$ cat config.mk
export PLATFORM = sky130hd
export DESIGN_NAME = sirv_itcm_loader
export DESIGN_NICKNAME = d
export VERILOG_FILES = /design/src/rtl/sirv_itcm_loader.sv
export SDC_FILE = /design/constraint.sdc
export NUM_CORES = 1
export LEC_CHECK = 0
export ABC_CLOCK_PERIOD_IN_PS = 7500
export BUFFER_PORTS_ARGS = -buffer_cell sky130_fd_sc_hd__buf_4
export CORE_UTILIZATION = 56
export CTS_CLUSTER_SIZE = 14
export DETAILED_ROUTE_END_ITERATION = 10
export PLACE_DENSITY = 0.89
export SETUP_SLACK_MARGIN = 0.02
export SLEW_MARGIN = 0
export SYNTH_ARGS = -nofsm -noshare
export SYNTH_HDL_FRONTEND = slang
export SYNTH_SLANG_ARGS = --single-unit
$ cat constraint.sdc
create_clock -name clk -period 7.5 [get_ports clk]
set_input_delay 0.375 -clock clk [delete_from_list [all_inputs] [get_ports clk]]
set_output_delay 0.375 -clock clk [all_outputs]
set_load 0.01 [all_outputs]
$ cat src/rtl/sirv_itcm_loader.sv
// ============================================================================
// sirv_itcm_loader : streams words into an ITCM RAM, reads them back and
//                    compares sums. Revision 1.0
// ============================================================================
`default_nettype none

module sirv_itcm_loader #(
  parameter int DW = 32,
  parameter int MW = 4,
  parameter int AW = 32,
  parameter int DP = 512
) (
  input  logic          clk,
  input  logic          rst,
  input  logic          start,
  input  logic [15:0]   len,
  input  logic          s_valid,
  output logic          s_ready,
  input  logic [DW-1:0] s_data,
  output logic          ram_cs,
  output logic          ram_we,
  output logic [MW-1:0] ram_wem,
  output logic [AW-1:0] ram_addr,
  output logic [DW-1:0] ram_din,
  input  logic [DW-1:0] ram_dout,
  output logic          busy,
  output logic          done,
  output logic          err,
  output logic [DW-1:0] checksum
);

  typedef enum logic [2:0] {
    S_IDLE   = 3'd0,
    S_WRITE  = 3'd1,
    S_VERIFY = 3'd2,
    S_DRAIN  = 3'd3,
    S_DONE   = 3'd4
  } state_t;

  localparam logic [16:0] c_DP = 17'(DP);

  state_t        state_q,   state_d;
  logic [15:0]   len_q,     len_d;
  logic [15:0]   wr_cnt_q,  wr_cnt_d;
  logic [15:0]   rd_cnt_q,  rd_cnt_d;
  logic [DW-1:0] csum_q,    csum_d;
  logic [DW-1:0] rb_sum_q,  rb_sum_d;
  logic          err_q,     err_d;
  logic          rd_pend_q, rd_pend_d;
  logic [15:0]   w_last;

  assign w_last   = len_q - 16'd1;
  assign busy     = (state_q != S_IDLE);
  assign err      = err_q;
  assign checksum = csum_q;

  always_ff @(posedge clk) begin
    if (rst) begin
      state_q   <= S_IDLE;
      len_q     <= '0;
      wr_cnt_q  <= '0;
      rd_cnt_q  <= '0;
      csum_q    <= '0;
      rb_sum_q  <= '0;
      err_q     <= 1'b0;
      rd_pend_q <= 1'b0;
    end else begin
      state_q   <= state_d;
      len_q     <= len_d;
      wr_cnt_q  <= wr_cnt_d;
      rd_cnt_q  <= rd_cnt_d;
      csum_q    <= csum_d;
      rb_sum_q  <= rb_sum_d;
      err_q     <= err_d;
      rd_pend_q <= rd_pend_d;
    end
  end

  always_comb begin
    state_d   = state_q;
    len_d     = len_q;
    wr_cnt_d  = wr_cnt_q;
    rd_cnt_d  = rd_cnt_q;
    csum_d    = csum_q;
    err_d     = err_q;
    rd_pend_d = 1'b0;
    rb_sum_d  = rb_sum_q;
    s_ready   = 1'b0;
    ram_cs    = 1'b0;
    ram_we    = 1'b0;
    ram_wem   = '0;
    ram_addr  = '0;
    ram_din   = '0;
    done      = 1'b0;

    // Read data returns one cycle after the read, so accumulate on the pending flag.
    if (rd_pend_q) rb_sum_d = rb_sum_q + ram_dout;

    case (state_q)
      S_IDLE: begin
        if (start) begin
          len_d    = len;
          err_d    = 1'b0;
          csum_d   = '0;
          rb_sum_d = '0;
          wr_cnt_d = '0;
          rd_cnt_d = '0;
          if (len == 16'd0) begin
            state_d = S_DONE;
          end else if ({1'b0, len} > c_DP) begin
            err_d   = 1'b1;
            state_d = S_DONE;
          end else begin
            state_d = S_WRITE;
          end
        end
      end
      S_WRITE: begin
        s_ready  = 1'b1;
        ram_cs   = s_valid;
        ram_we   = 1'b1;
        ram_wem  = '1;
        ram_addr = AW'(wr_cnt_q);
        ram_din  = s_data;
        if (s_valid) begin
          csum_d   = csum_q + s_data;
          wr_cnt_d = wr_cnt_q + 16'd1;
          if (wr_cnt_q == w_last) state_d = S_VERIFY;
        end
      end
      S_VERIFY: begin
        ram_cs    = 1'b1;
        ram_addr  = AW'(rd_cnt_q);
        rd_cnt_d  = rd_cnt_q + 16'd1;
        rd_pend_d = 1'b1;
        if (rd_cnt_q == w_last) state_d = S_DRAIN;
      end
      S_DRAIN: begin
        if (rb_sum_d != csum_q) err_d = 1'b1;
        state_d = S_DONE;
      end
      S_DONE: begin
        done    = 1'b1;
        state_d = S_IDLE;
      end
      default: state_d = S_IDLE;
    endcase
  end

endmodule

`default_nettype wire

==> results of run 1 <==
==> layout by cell type, fill, tap and decap left out, types with 15 or more instances in the layout <==
cell type / synthesis / final
sky130_fd_sc_hd__dfxtp_1: 117 / 116
sky130_fd_sc_hd__nand3_1: 37 / 37
sky130_fd_sc_hd__inv_1: 36 / 36
sky130_fd_sc_hd__and2_1: 45 / 45
sky130_fd_sc_hd__nand4_1: 27 / 27
sky130_fd_sc_hd__nand2_1: 128 / 128
sky130_fd_sc_hd__nor3_1: 33 / 33
sky130_fd_sc_hd__xnor2_1: 80 / 80
sky130_fd_sc_hd__conb_1: 1 / 16
sky130_fd_sc_hd__nor4_1: 17 / 17
sky130_fd_sc_hd__a211oi_1: 16 / 16
sky130_fd_sc_hd__xor2_1: 70 / 70
sky130_fd_sc_hd__o21ai_0: 50 / 50
sky130_fd_sc_hd__a22oi_1: 26 / 26
sky130_fd_sc_hd__a21o_1: 35 / 35
sky130_fd_sc_hd__a21oi_1: 115 / 115
sky130_fd_sc_hd__clkbuf_16: 0 / 17
sky130_fd_sc_hd__mux2i_1: 22 / 22
sky130_fd_sc_hd__nor2_1: 143 / 142
sky130_fd_sc_hd__or3_1: 15 / 15
sky130_fd_sc_hd__a22o_1: 15 / 15
sky130_fd_sc_hd__ha_1: 65 / 65
sky130_fd_sc_hd__buf_4: 21 / 178
==> worst max-delay path by stage <==
stage / slack, ns / to / cells after the start
global route: 3.65 / checksum[31] / 11
detailed placement: 3.84 / err / 13
floorplan: 4.26 / err / 12
finish: 3.81 / checksum[31] / 11
global placement: 3.86 / err / 13
CTS: 3.87 / checksum[31] / 11
==> through the flow <==
step | std cells | total power, mW | hold WS [ns] | worst slack, ns | area (sq um)
final | 1724 | 3.08 | 0.193 | 3.81 | 12200
after global routing | 1724 | 3.23 | 0.203 | 3.65 | 12200
after CTS | 1724 | 3.04 | 0.194 | 3.87 | 12200
after detailed placement | 1692 | 2.18 | 0.474 | 3.84 | 11600
after global placement | 1692 | 2.15 | 0.471 | 3.86 | 11600
after floorplan | 1372 | 1.77 | 0.449 | 4.26 | 10400
==> final cells by class <==
type                    instances  area share [%]
multi-input cells            1132            61.4
well taps                     229            2.35
clock buffers                  18            3.60
repair buffers                178            11.0
flip-flops and latches        117            19.2
clock inverters                14            1.39
inverters                      36            1.11
==> where the power goes <==
part           leakage [nW]  switching, mW  internal, mW
clock                 0.295          0.350         0.508
combinational          4.10          0.875         0.560
sequential            0.947          0.100         0.683
total                  5.35           1.33          1.75
==> kinds of logic (layout without fill, tap and decap cells) <==
kind of cell	Yosys count	in the layout	share of synthesized area, %
mux	25	25	2.46
xor+xnor	152	152	13.2
flops	117	117	22.7
simple gates	507	507	23.9
buf+inv	123	246	5.39
other cells	1	16	0.0364
compound gates	365	365	24.0
fa+ha+maj	67	67	8.28
==> state kept, by name (all words and copies together) (netlist names) <==
register	count
checksum	32
err	1
len_q	16
rb_sum_q	32
rd_cnt_q	16
rd_pend_q	1
state_q	3
wr_cnt_q	16
==> metal layers <==
| layer | wire (microns) | up-vias |
|---|---|---|
| met4 | 1180 | 0 |
| met2 | 15400 | 607 |
| met5 | 0 | - |
| met3 | 3310 | 101 |
| met1 | 14400 | 5197 |
| li1 | - | 5127 |
==> tightest hold or removal path, stage by stage <==
cell                      delay (ns)
sky130_fd_sc_hd__buf_4          0.11
sky130_fd_sc_hd__nand2_1        0.05
sky130_fd_sc_hd__a21oi_1        0.05
==> impl_metrics.prom, run 1 <==
# TYPE chip_impl_metric gauge
chip_impl_metric{name="rows",unit=""} 49
chip_impl_metric{name="synthArstFlopShare",unit="%"} 0
chip_impl_metric{name="grt.overflow.total",unit=""} 0
chip_impl_metric{name="timing.final.setup_violations",unit=""} 0
chip_impl_metric{name="max_buffers_root_to_sink",unit=""} 2
chip_impl_metric{name="regArea",unit="sq um"} 2340
chip_impl_info{name="critical_path.endpoint_type",value="register"} 1
chip_impl_info{name="rsz0062_at_grt",value="false"} 1
chip_impl_metric{name="critPathMaxStageDelay",unit="ns"} 0.56
chip_impl_metric{name="routed_wirelength",unit="mm"} 34.3
chip_impl_metric{name="worst_r2r_path_depth",unit=""} 11
chip_impl_metric{name="grt.met1_usage",unit="%"} 48.5
chip_impl_metric{name="final_util",unit="%"} 67.6
chip_impl_metric{name="ys.warnings.count",unit=""} 0
chip_impl_metric{name="grt_pass1_vias",unit=""} 9932
chip_impl_metric{name="cts_sinks",unit=""} 117
chip_impl_metric{name="grt_use_met3",unit="%"} 6.48
chip_impl_metric{name="r2r_setup_slk",unit="ns"} 3.81
chip_impl_metric{name="syn_area_per_cell",unit="sq um"} 7.60
chip_impl_metric{name="cts_hold_repair.buffers",unit=""} 0
chip_impl_metric{name="data_required_time_of_the_critical_path",unit="ns"} 7.82
chip_impl_metric{name="clk-insertion-delay-late",unit="ns"} 0.44
chip_impl_metric{name="timing.clock.skew",unit="ns"} 0.0104
chip_impl_metric{name="final_layout_size_suffix_gt1_share",unit="%"} 16.2
chip_impl_metric{name="max_slew_headroom",unit="%"} 25.5
chip_impl_metric{name="core_area",unit="sq um"} 18000
chip_impl_metric{name="p_per_area",unit="nW/um^2"} 252
chip_impl_metric{name="synth.cell_area",unit="sq um"} 10300
chip_impl_metric{name="multiInputGateArea",unit="sq um"} 7480
chip_impl_metric{name="synth_edf_count",unit=""} 0
chip_impl_metric{name="htree_num_levels",unit=""} 4
chip_impl_metric{name="count_of_buffering_cells_on_the_critical_path_with_inverters_included",unit=""} 0
chip_impl_metric{name="io_buffer_count",unit=""} 173
chip_impl_metric{name="finalNetCount",unit=""} 1633
chip_impl_info{name="startpoint",value="checksum[1]"} 1
chip_impl_info{name="outcome",value="finished clean"} 1
chip_impl_metric{name="cts.clk_slew.worst_paths",unit="ns"} 0.06
chip_impl_metric{name="hold_path_depth",unit=""} 3
chip_impl_metric{name="hold_viol",unit=""} 0
chip_impl_metric{name="worst_slew_pin_slew",unit="ns"} 1.12
chip_impl_metric{name="drc",unit=""} 0
chip_impl_metric{name="n_fill_cell",unit=""} 1557
chip_impl_metric{name="dieArea",unit="sq um"} 19000
chip_impl_metric{name="syn_inst",unit=""} 1357
chip_impl_metric{name="post-synth-top-area-fraction",unit="%"} 22.7
chip_impl_metric{name="gp_congestion",unit=""} 1.02
chip_impl_info{name="cp_top_family",value="compound AO/OA/AOI/OAI gates"} 1
chip_impl_info{name="tritoncts",value="built"} 1
chip_impl_info{name="ys_top_cells_by_area",value="sky130_fd_sc_hd__dfxtp_1 23%, sky130_fd_sc_hd__ha_1 7.9%, sky130_fd_sc_hd__xnor2_1 6.8%"} 1
chip_impl_info{name="ys_dominant_reg_cell",value="sky130_fd_sc_hd__dfxtp_1"} 1
chip_impl_metric{name="timing.max_cap.violations",unit=""} 0
chip_impl_metric{name="layout_min_cycle_time",unit="ns"} 3.69
chip_impl_metric{name="maxSlewViolCount",unit=""} 0
chip_impl_metric{name="die_height",unit="microns"} 138
chip_impl_metric{name="drt_first_pass_iters",unit=""} 6
chip_impl_info{name="post-synth-top-area-cell",value="sky130_fd_sc_hd__dfxtp_1"} 1
chip_impl_metric{name="pin_count_of_the_biggest_net_entering_global_routing",unit=""} 80
chip_impl_info{name="cts_root_buf",value="sky130_fd_sc_hd__clkbuf_16"} 1
chip_impl_metric{name="layout_worst_path_cycle_share",unit="%"} 49.2
chip_impl_metric{name="detailedRoute.firstIterationViolations",unit=""} 1243
chip_impl_metric{name="finalSetupTns",unit="ns"} 0
chip_impl_metric{name="grt_usage",unit="%"} 36.3
chip_impl_metric{name="gr-usage-met2",unit="%"} 57.5
chip_impl_info{name="worstHoldEndpoint",value="len_q[6]"} 1
chip_impl_metric{name="synth-seq-area-share",unit="%"} 22.7
chip_impl_info{name="min_path_type",value="primary input to register"} 1
chip_impl_info{name="yosysMostFrequentCell",value="sky130_fd_sc_hd__nor2_1"} 1
chip_impl_metric{name="cts_setup_buffers",unit=""} 0
chip_impl_metric{name="drtAntennaViolNets",unit=""} 0
chip_impl_metric{name="avgViaCountPerCell",unit=""} 6.40
chip_impl_metric{name="total_number_of_vias",unit=""} 11000
chip_impl_metric{name="antennaDiodeCount",unit=""} 0
chip_impl_metric{name="starting_density",unit="%"} 57.2
chip_impl_metric{name="netlist_cell_types",unit=""} 80
chip_impl_metric{name="ir_worst_vdd",unit="mV"} 0.174
chip_impl_metric{name="arrival",unit="ns"} 4.01
chip_impl_metric{name="syn_to_final_growth",unit="%"} 18.2
chip_impl_metric{name="cts_made_buffers",unit=""} 17
chip_impl_metric{name="num_io_pins",unit=""} 190
chip_impl_metric{name="clock.fmax",unit="MHz"} 271
chip_impl_metric{name="die_x",unit="microns"} 138
chip_impl_info{name="crit_chain",value="ha_1, a21o_1, a21oi_2, o21ai_0, a2111oi_2, nor3_1, o31ai_4, o211a_1, nor4b_1, a311oi_1, mux2_2"} 1
chip_impl_info{name="timing.critical_path.slowest_stage_cell",value="sky130_fd_sc_hd__dfxtp_1"} 1
chip_impl_metric{name="flops_latches_synth",unit=""} 117
chip_impl_info{name="netlist_top_cells_count",value="143 x sky130_fd_sc_hd__nor2_1, 128 x sky130_fd_sc_hd__nand2_1, 117 x sky130_fd_sc_hd__dfxtp_1, 115 x sky130_fd_sc_hd__a21oi_1, 80 x sky130_fd_sc_hd__xnor2_1"} 1
chip_impl_metric{name="grt_antenna_before_repair",unit=""} 0
chip_impl_info{name="worst-setup-path-type",value="register to register"} 1
chip_impl_info{name="hold_path.startpoint",value="len[6]"} 1
chip_impl_metric{name="grt_first_pass_wirelength",unit="mm"} 52.4
chip_impl_info{name="timing.critical_path.from_type",value="register"} 1
chip_impl_info{name="grt.busiest_layer",value="met2"} 1
chip_impl_info{name="ff_to_ff_start",value="checksum[1]"} 1
chip_impl_metric{name="place.detailed.hpwl",unit="mm"} 25.7
chip_impl_metric{name="ctsResizeCount",unit=""} 0
chip_impl_metric{name="cellLeakagePower",unit="nW"} 5.35
chip_impl_metric{name="path_max_fanout",unit=""} 5
chip_impl_metric{name="routedWlPerCell",unit="microns"} 19.9
chip_impl_info{name="r2r_end",value="checksum[31]"} 1
No activity file was read; power rests on OpenSTA's default activity.
==> run 2: changes to the inputs <==
Settings changed: ABC_CLOCK_PERIOD_IN_PS 7500 to 3320, CORE_UTILIZATION 56 to 52, PLACE_DENSITY 0.89 to 0.87.
Clock period 7.5 ns to 3.32 ns, I/O delays scaled along.
==> impl_metrics.prom, run 2 (same netlist as run 1, synthesis figures left out) <==
# TYPE chip_impl_metric gauge
chip_impl_info{name="outcome",value="finished clean"} 1
chip_impl_metric{name="drtAntennaViolNets",unit=""} 0
chip_impl_info{name="timing.critical_path.from_type",value="register"} 1
chip_impl_metric{name="place.detailed.hpwl",unit="mm"} 27.9
chip_impl_metric{name="io_buffer_count",unit=""} 173
chip_impl_info{name="final_common_cell",value="sky130_fd_sc_hd__buf_4"} 1
chip_impl_metric{name="grt_antenna_before_repair",unit=""} 0
chip_impl_metric{name="placedCellCount",unit=""} 1838
chip_impl_metric{name="final_layout_size_suffix_gt1_share",unit="%"} 23.5
chip_impl_metric{name="comb_power_share",unit="%"} 50.4
chip_impl_metric{name="starting_density",unit="%"} 53.0
chip_impl_metric{name="grt_pass1_vias",unit=""} 10700
chip_impl_info{name="timing.critical_path.slowest_stage_cell",value="sky130_fd_sc_hd__or4b_1"} 1
chip_impl_metric{name="grt.overflow.total",unit=""} 0
chip_impl_info{name="r2r_end",value="err"} 1
chip_impl_metric{name="p_per_area",unit="nW/um^2"} 546
chip_impl_metric{name="rows",unit=""} 51
chip_impl_info{name="worst_path_most_repeated_cell",value="sky130_fd_sc_hd__xnor2_2"} 1
chip_impl_metric{name="finalHoldWorstSlack",unit="ns"} 0.00260
chip_impl_metric{name="worst_r2r_path_depth",unit=""} 12
chip_impl_metric{name="setup_ws",unit="ns"} 0.108
chip_impl_metric{name="layout_min_cycle_time",unit="ns"} 3.21
chip_impl_info{name="worst-setup-path-type",value="register to register"} 1
chip_impl_info{name="cts_root_buf",value="sky130_fd_sc_hd__clkbuf_16"} 1
chip_impl_metric{name="avgViaCountPerCell",unit=""} 6.15
chip_impl_metric{name="timing.final.setup_violations",unit=""} 0
chip_impl_metric{name="pin_count_of_the_biggest_net_entering_global_routing",unit=""} 58
chip_impl_metric{name="hold_path_depth",unit=""} 3
chip_impl_metric{name="arrival",unit="ns"} 3.52
chip_impl_info{name="min_path_type",value="primary input to register"} 1
chip_impl_info{name="crit_chain",value="ha_2, fa_2, a211oi_2, o211ai_1, and2_4, or4b_1, a31oi_4, xnor2_2, xnor2_2, nand4_1, o41ai_2, a41oi_1"} 1
chip_impl_metric{name="multiInputGateArea",unit="sq um"} 7610
chip_impl_metric{name="fin_cells",unit=""} 1878
chip_impl_metric{name="regArea",unit="sq um"} 2340
chip_impl_metric{name="max_slew_headroom",unit="%"} 58.1
chip_impl_metric{name="power.share.switching",unit="%"} 42.5
chip_impl_info{name="critical_path.endpoint_type",value="register"} 1
chip_impl_info{name="rsz0062_at_grt",value="true"} 1
chip_impl_metric{name="drt_first_pass_iters",unit=""} 6
chip_impl_metric{name="maxSlewViolCount",unit=""} 0
chip_impl_metric{name="max_buffers_root_to_sink",unit=""} 2
chip_impl_metric{name="clk-insertion-delay-late",unit="ns"} 0.43
chip_impl_metric{name="grt_first_pass_wirelength",unit="mm"} 56.7
chip_impl_metric{name="cellLeakagePower",unit="nW"} 5.94
chip_impl_metric{name="path_max_fanout",unit=""} 2
chip_impl_info{name="tritoncts",value="built"} 1
chip_impl_metric{name="die_height",unit="microns"} 143
chip_impl_metric{name="ir_worst_vdd",unit="mV"} 0.369
chip_impl_metric{name="data_required_time_of_the_critical_path",unit="ns"} 3.62
chip_impl_metric{name="r2r_setup_slk",unit="ns"} 0.11
chip_impl_metric{name="cts_made_buffers",unit=""} 17
chip_impl_metric{name="cts_sinks",unit=""} 117
chip_impl_metric{name="n_fill_cell",unit=""} 1589
chip_impl_metric{name="htree_num_levels",unit=""} 4
chip_impl_metric{name="critPathMaxStageDelay",unit="ns"} 0.55
chip_impl_metric{name="worst_slew_pin_slew",unit="ns"} 0.629
chip_impl_metric{name="timing.max_cap.violations",unit=""} 0
chip_impl_metric{name="post-place-ws",unit="ns"} -0.0784
chip_impl_info{name="ff_to_ff_start",value="rb_sum_q[0]"} 1
chip_impl_metric{name="hold_viol",unit=""} 0
chip_impl_metric{name="finalNetCount",unit=""} 1752
chip_impl_metric{name="num_io_pins",unit=""} 190
chip_impl_metric{name="clock.fmax",unit="MHz"} 311
chip_impl_metric{name="die_x",unit="microns"} 143
chip_impl_metric{name="total_net_switching_power",unit="mW"} 3.08
chip_impl_metric{name="sequential_fraction_of_design_power",unit="%"} 23.7
chip_impl_metric{name="internal_power",unit="mW"} 4.16
chip_impl_metric{name="clock_power_share",unit="%"} 25.9
chip_impl_metric{name="grt_usage",unit="%"} 36.0
chip_impl_metric{name="total_number_of_vias",unit=""} 11600
chip_impl_info{name="worstHoldEndpoint",value="len_q[9]"} 1
chip_impl_metric{name="detailedRoute.firstIterationViolations",unit=""} 1297
chip_impl_info{name="layout_common_cells",value="290 x sky130_fd_sc_hd__buf_4, 142 x sky130_fd_sc_hd__nor2_1, 128 x sky130_fd_sc_hd__nand2_1"} 1
chip_impl_info{name="cp_top_family",value="compound AO/OA/AOI/OAI gates"} 1
chip_impl_metric{name="count_of_buffering_cells_on_the_critical_path_with_inverters_included",unit=""} 0
chip_impl_metric{name="routed_wirelength",unit="mm"} 36.9
chip_impl_metric{name="layout_worst_path_cycle_share",unit="%"} 96.8
chip_impl_metric{name="cts.clk_slew.worst_paths",unit="ns"} 0.06
chip_impl_info{name="hold_path.startpoint",value="len[9]"} 1
chip_impl_metric{name="timing.clock.skew",unit="ns"} 0.00675
chip_impl_metric{name="core_area",unit="sq um"} 19500
chip_impl_metric{name="antennaDiodeCount",unit=""} 0
chip_impl_metric{name="drc",unit=""} 0
chip_impl_metric{name="syn_to_final_growth",unit="%"} 28.7
chip_impl_metric{name="dieArea",unit="sq um"} 20400
chip_impl_metric{name="gp_congestion",unit=""} 1.01
chip_impl_metric{name="routedWlPerCell",unit="microns"} 19.6
## run 2: cell count changes in the layout (fill, tap and decap cells not counted), moves of 4 or more
cell	previous run	this run
sky130_fd_sc_hd__ha_2	0	4
sky130_fd_sc_hd__buf_4	178	290
sky130_fd_sc_hd__dlygate4sd3_1	0	6
sky130_fd_sc_hd__ha_1	65	61
sky130_fd_sc_hd__o21ai_0	50	45
## run 2: final cells by class
type,instances,share of cell area [%]
Timing Repair Buffer,297,17.0
Tap cell,265,2.50
Clock buffer,18,3.31
Inverter,36,1.02
Clock inverter,13,1.11
Multi-Input combinational cell,1132,57.4
Sequential cell,117,17.7
## run 2: layer usage
layer	wire [microns]	up-vias	part of all wire, %	global-route usage [%]
met1	15200	5407	41	47.4
met5	0	-	0	0
met2	17000	658	46	58.8
met4	1350	0	3.7	15.2
met3	3390	114	9.2	5.26
li1	-	5372	-	-
## run 2: worst reg2reg max path, stage by stage (launching register included)
cell and delay [ns]:
sky130_fd_sc_hd__dfxtp_1 0.32, sky130_fd_sc_hd__ha_2 0.20, sky130_fd_sc_hd__fa_2 0.36, sky130_fd_sc_hd__a211oi_2 0.24, sky130_fd_sc_hd__o211ai_1 0.18, sky130_fd_sc_hd__and2_4 0.18, sky130_fd_sc_hd__or4b_1 0.55, sky130_fd_sc_hd__a31oi_4 0.18
sky130_fd_sc_hd__xnor2_2 0.16, sky130_fd_sc_hd__xnor2_2 0.15, sky130_fd_sc_hd__nand4_1 0.13, sky130_fd_sc_hd__o41ai_2 0.30, sky130_fd_sc_hd__a41oi_1 0.14
## run 2: worst max-delay path by stage
stage	from	slack (ns)	cells past startpoint	endpoint
2_1_floorplan	rb_sum_q[0]	0.18	12	err
3_3_place_gp	ram_dout[0]	-0.04	13	err
3_5_place_dp	rb_sum_q[0]	-0.08	12	err
4_1_cts	rb_sum_q[0]	-0.005	12	err
5_1_grt	rb_sum_q[0]	-0.03	15	err
6_report	rb_sum_q[0]	0.11	12	err
## run 2: metrics by stage
step                instance area, sq um  util, %  setup TNS, ns  total power [mW]
floorplan                          10400        -              0              4.00
global route                       13300     68.2        -0.0360              7.56
detailed placement                 12500     64.0         -0.130              5.20
finish                             13300     68.2              0              7.24
global placement                   12500     64.0        -0.0405              5.12
CTS                                13100     67.5       -0.00464              7.10
## run 2: what timing repair did
action / CTS / global route
hold buffers: 6 / 0
hold endpoints to repair: 6 / 0
setup endpoints to repair: 2 / 6
buffers inserted: 2 / 1
gates resized for setup: 3 / 29
pin swaps: 6 / 13
## run 2: power groups by stage
stage                     registers (mW)  logic [mW]  clock network, mW
after floorplan                     1.72        2.28                  0
after global placement              1.73        3.39                  0
after detailed placement            1.74        3.46                  0
after CTS                           1.71        3.52               1.87
after global routing                1.73        3.90               1.93
final                               1.72        3.65               1.88
==> run 3: changes to the inputs <==
==> constraint.sdc (replaced) <==
create_clock -name clk -period 3.32 [get_ports clk]
set_input_delay 0.664 -clock clk [delete_from_list [all_inputs] [get_ports clk]]
set_output_delay 0.664 -clock clk [all_outputs]
set_load 0.01 [all_outputs]
==> impl_metrics.prom, run 3 (same netlist as run 1, synthesis figures left out) <==
# TYPE chip_impl_metric gauge
chip_impl_metric{name="drc",unit=""} 0
chip_impl_metric{name="syn_to_final_growth",unit="%"} 34.2
chip_impl_info{name="min_path_type",value="primary input to register"} 1
chip_impl_metric{name="routed_wirelength",unit="mm"} 38.2
chip_impl_info{name="layout_common_cells",value="377 x sky130_fd_sc_hd__buf_4, 142 x sky130_fd_sc_hd__nor2_1, 128 x sky130_fd_sc_hd__nand2_1"} 1
chip_impl_metric{name="core_area",unit="sq um"} 19500
chip_impl_metric{name="clk-insertion-delay-late",unit="ns"} 0.44
chip_impl_info{name="final_common_cell",value="sky130_fd_sc_hd__buf_4"} 1
chip_impl_metric{name="dieArea",unit="sq um"} 20400
chip_impl_metric{name="maxSlewViolCount",unit=""} 0
chip_impl_metric{name="starting_density",unit="%"} 53.0
chip_impl_metric{name="rows",unit=""} 51
chip_impl_metric{name="total_number_of_vias",unit=""} 12000
chip_impl_metric{name="num_io_pins",unit=""} 190
chip_impl_metric{name="path_max_fanout",unit=""} 6
chip_impl_metric{name="cellLeakagePower",unit="nW"} 6.33
chip_impl_metric{name="detailedRoute.firstIterationViolations",unit=""} 1242
chip_impl_metric{name="arrival",unit="ns"} 3.61
chip_impl_metric{name="cts.clk_slew.worst_paths",unit="ns"} 0.07
chip_impl_metric{name="finalNetCount",unit=""} 1834
chip_impl_metric{name="p_per_area",unit="nW/um^2"} 532
chip_impl_info{name="outcome",value="finished clean"} 1
chip_impl_metric{name="io_buffer_count",unit=""} 173
chip_impl_metric{name="ir_worst_vdd",unit="mV"} 0.355
chip_impl_metric{name="timing.final.setup_violations",unit=""} 0
chip_impl_metric{name="timing.clock.skew",unit="ns"} 0.0105
chip_impl_metric{name="antennaDiodeCount",unit=""} 0
chip_impl_metric{name="layout_min_cycle_time",unit="ns"} 3.31
chip_impl_info{name="rsz0062_at_grt",value="true"} 1
chip_impl_metric{name="layout_worst_path_cycle_share",unit="%"} 99.7
chip_impl_metric{name="grt_usage",unit="%"} 37.6
chip_impl_metric{name="data_required_time_of_the_critical_path",unit="ns"} 3.62
chip_impl_info{name="critical_path.endpoint_type",value="register"} 1
chip_impl_metric{name="hold_viol",unit=""} 0
chip_impl_metric{name="grt.overflow.total",unit=""} 0
chip_impl_metric{name="grt_first_pass_wirelength",unit="mm"} 59.1
chip_impl_metric{name="placedCellCount",unit=""} 1928
chip_impl_metric{name="drtAntennaViolNets",unit=""} 0
chip_impl_info{name="worst-setup-path-type",value="register to register"} 1
chip_impl_metric{name="pin_count_of_the_biggest_net_entering_global_routing",unit=""} 56
chip_impl_metric{name="grt_antenna_before_repair",unit=""} 0
chip_impl_metric{name="final_layout_size_suffix_gt1_share",unit="%"} 27.1
chip_impl_metric{name="stdcell_area",unit="sq um"} 13800
chip_impl_metric{name="timing.max_cap.violations",unit=""} 0
chip_impl_metric{name="max_buffers_root_to_sink",unit=""} 2
chip_impl_metric{name="worst_slew_pin_slew",unit="ns"} 0.635
chip_impl_metric{name="fin_cells",unit=""} 1961
chip_impl_metric{name="htree_num_levels",unit=""} 4
chip_impl_metric{name="gp_congestion",unit=""} 1.08
chip_impl_info{name="cts_root_buf",value="sky130_fd_sc_hd__clkbuf_16"} 1
chip_impl_metric{name="cts_made_buffers",unit=""} 17
chip_impl_metric{name="clock.fmax",unit="MHz"} 302
chip_impl_metric{name="die_x",unit="microns"} 143
chip_impl_metric{name="dpl_cell_area",unit="sq um"} 13200
chip_impl_metric{name="cts_sinks",unit=""} 117
chip_impl_metric{name="grt_pass1_vias",unit=""} 11400
chip_impl_info{name="tritoncts",value="built"} 1
chip_impl_metric{name="place.detailed.hpwl",unit="mm"} 29.1
chip_impl_metric{name="die_height",unit="microns"} 143
chip_impl_metric{name="max_slew_headroom",unit="%"} 57.6
chip_impl_info{name="timing.critical_path.from_type",value="register"} 1
chip_impl_metric{name="routedWlPerCell",unit="microns"} 19.5
chip_impl_metric{name="avgViaCountPerCell",unit=""} 6.10
chip_impl_metric{name="drt_first_pass_iters",unit=""} 6
==> run 3: changes by cell type in the layout (fill, tap and decap cells not counted), moves of 2 or more <==
cell / change
sky130_fd_sc_hd__o21ai_1: -2
sky130_fd_sc_hd__clkinvlp_4: -2
sky130_fd_sc_hd__inv_6: +2
sky130_fd_sc_hd__a211oi_2: -5
sky130_fd_sc_hd__buf_4: +87
sky130_fd_sc_hd__xnor2_1: +2
sky130_fd_sc_hd__xnor2_2: -2
sky130_fd_sc_hd__a211oi_1: +3
sky130_fd_sc_hd__o21ai_0: +2
sky130_fd_sc_hd__dlygate4sd3_1: -6
sky130_fd_sc_hd__inv_8: +4
sky130_fd_sc_hd__a211oi_4: +2
==> run 3: worst max-delay path, cell delays in order, from the launching register on <==
cell	delay, ns
sky130_fd_sc_hd__dfxtp_1	0.41
sky130_fd_sc_hd__ha_2	0.35
sky130_fd_sc_hd__and3_1	0.23
sky130_fd_sc_hd__nand2_1	0.14
sky130_fd_sc_hd__and4b_1	0.28
sky130_fd_sc_hd__o31ai_2	0.33
sky130_fd_sc_hd__and2_1	0.24
sky130_fd_sc_hd__xnor2_1	0.09
sky130_fd_sc_hd__a222oi_1	0.38
sky130_fd_sc_hd__nand4_1	0.23
sky130_fd_sc_hd__o41ai_2	0.34
sky130_fd_sc_hd__a41oi_1	0.14
==> run 3: metal layers <==
layer | vias up | global-route usage [%] | part of all wire [%]
met2 | 700 | 60.2 | 45
met1 | 5573 | 46.3 | 39
met4 | 0 | 20.1 | 5.0
met3 | 155 | 9.22 | 10
li1 | 5526 | - | -
met5 | - | 0 | 0
==> run 3: report_power, final <==
part	switching (mW)	leakage, nW	internal [mW]
clock network	0.822	0.283	1.06
logic	2.17	5.10	1.58
registers	0.184	0.948	1.54
==> run 3: layout make-up <==
type / instances / area (sq um)
Clock buffer: 17 / 425
Clock inverter: 15 / 160
Fill cell: 1509 / 5630
Inverter: 36 / 135
Multi-Input combinational cell: 1132 / 7570
Sequential cell: 117 / 2340
Tap cell: 265 / 332
Timing Repair Buffer: 379 / 2860
==> run 3: worst paths after layout <==
check | start | endpoint | slack, ns | cells after the start
worst max-delay path | rb_sum_q[12] | err | 0.009 | 11
worst min-delay path | len[2] | len_q[2] | 0.48 | 3
worst max register to register | rb_sum_q[12] | err | 0.009 | 11
worst min register to register | len_q[15] | len_q[15] | 0.48 | 2
==> run 3: metrics by stage <==
step                      setup TNS, ns  util, %  total power, mW  setup slack, ns  hold WS (ns)
after floorplan                 -0.0779        -             4.00          -0.0779         0.449
after global placement            -1.75     67.6             5.23           -0.435         0.462
after detailed placement          -2.59     67.6             5.34           -0.506         0.469
after CTS                             0     70.7             7.26           0.0267         0.475
after global routing             -0.138     71.1             7.73           -0.138         0.482
final                                 0     71.1             7.36          0.00911         0.476
==> run 3: what timing repair did <==
action                     CTS  global route
pin swaps                    1             6
buffers inserted             0             1
hold buffers                 0             0
setup endpoints to repair    1             4
resized for setup            4            17
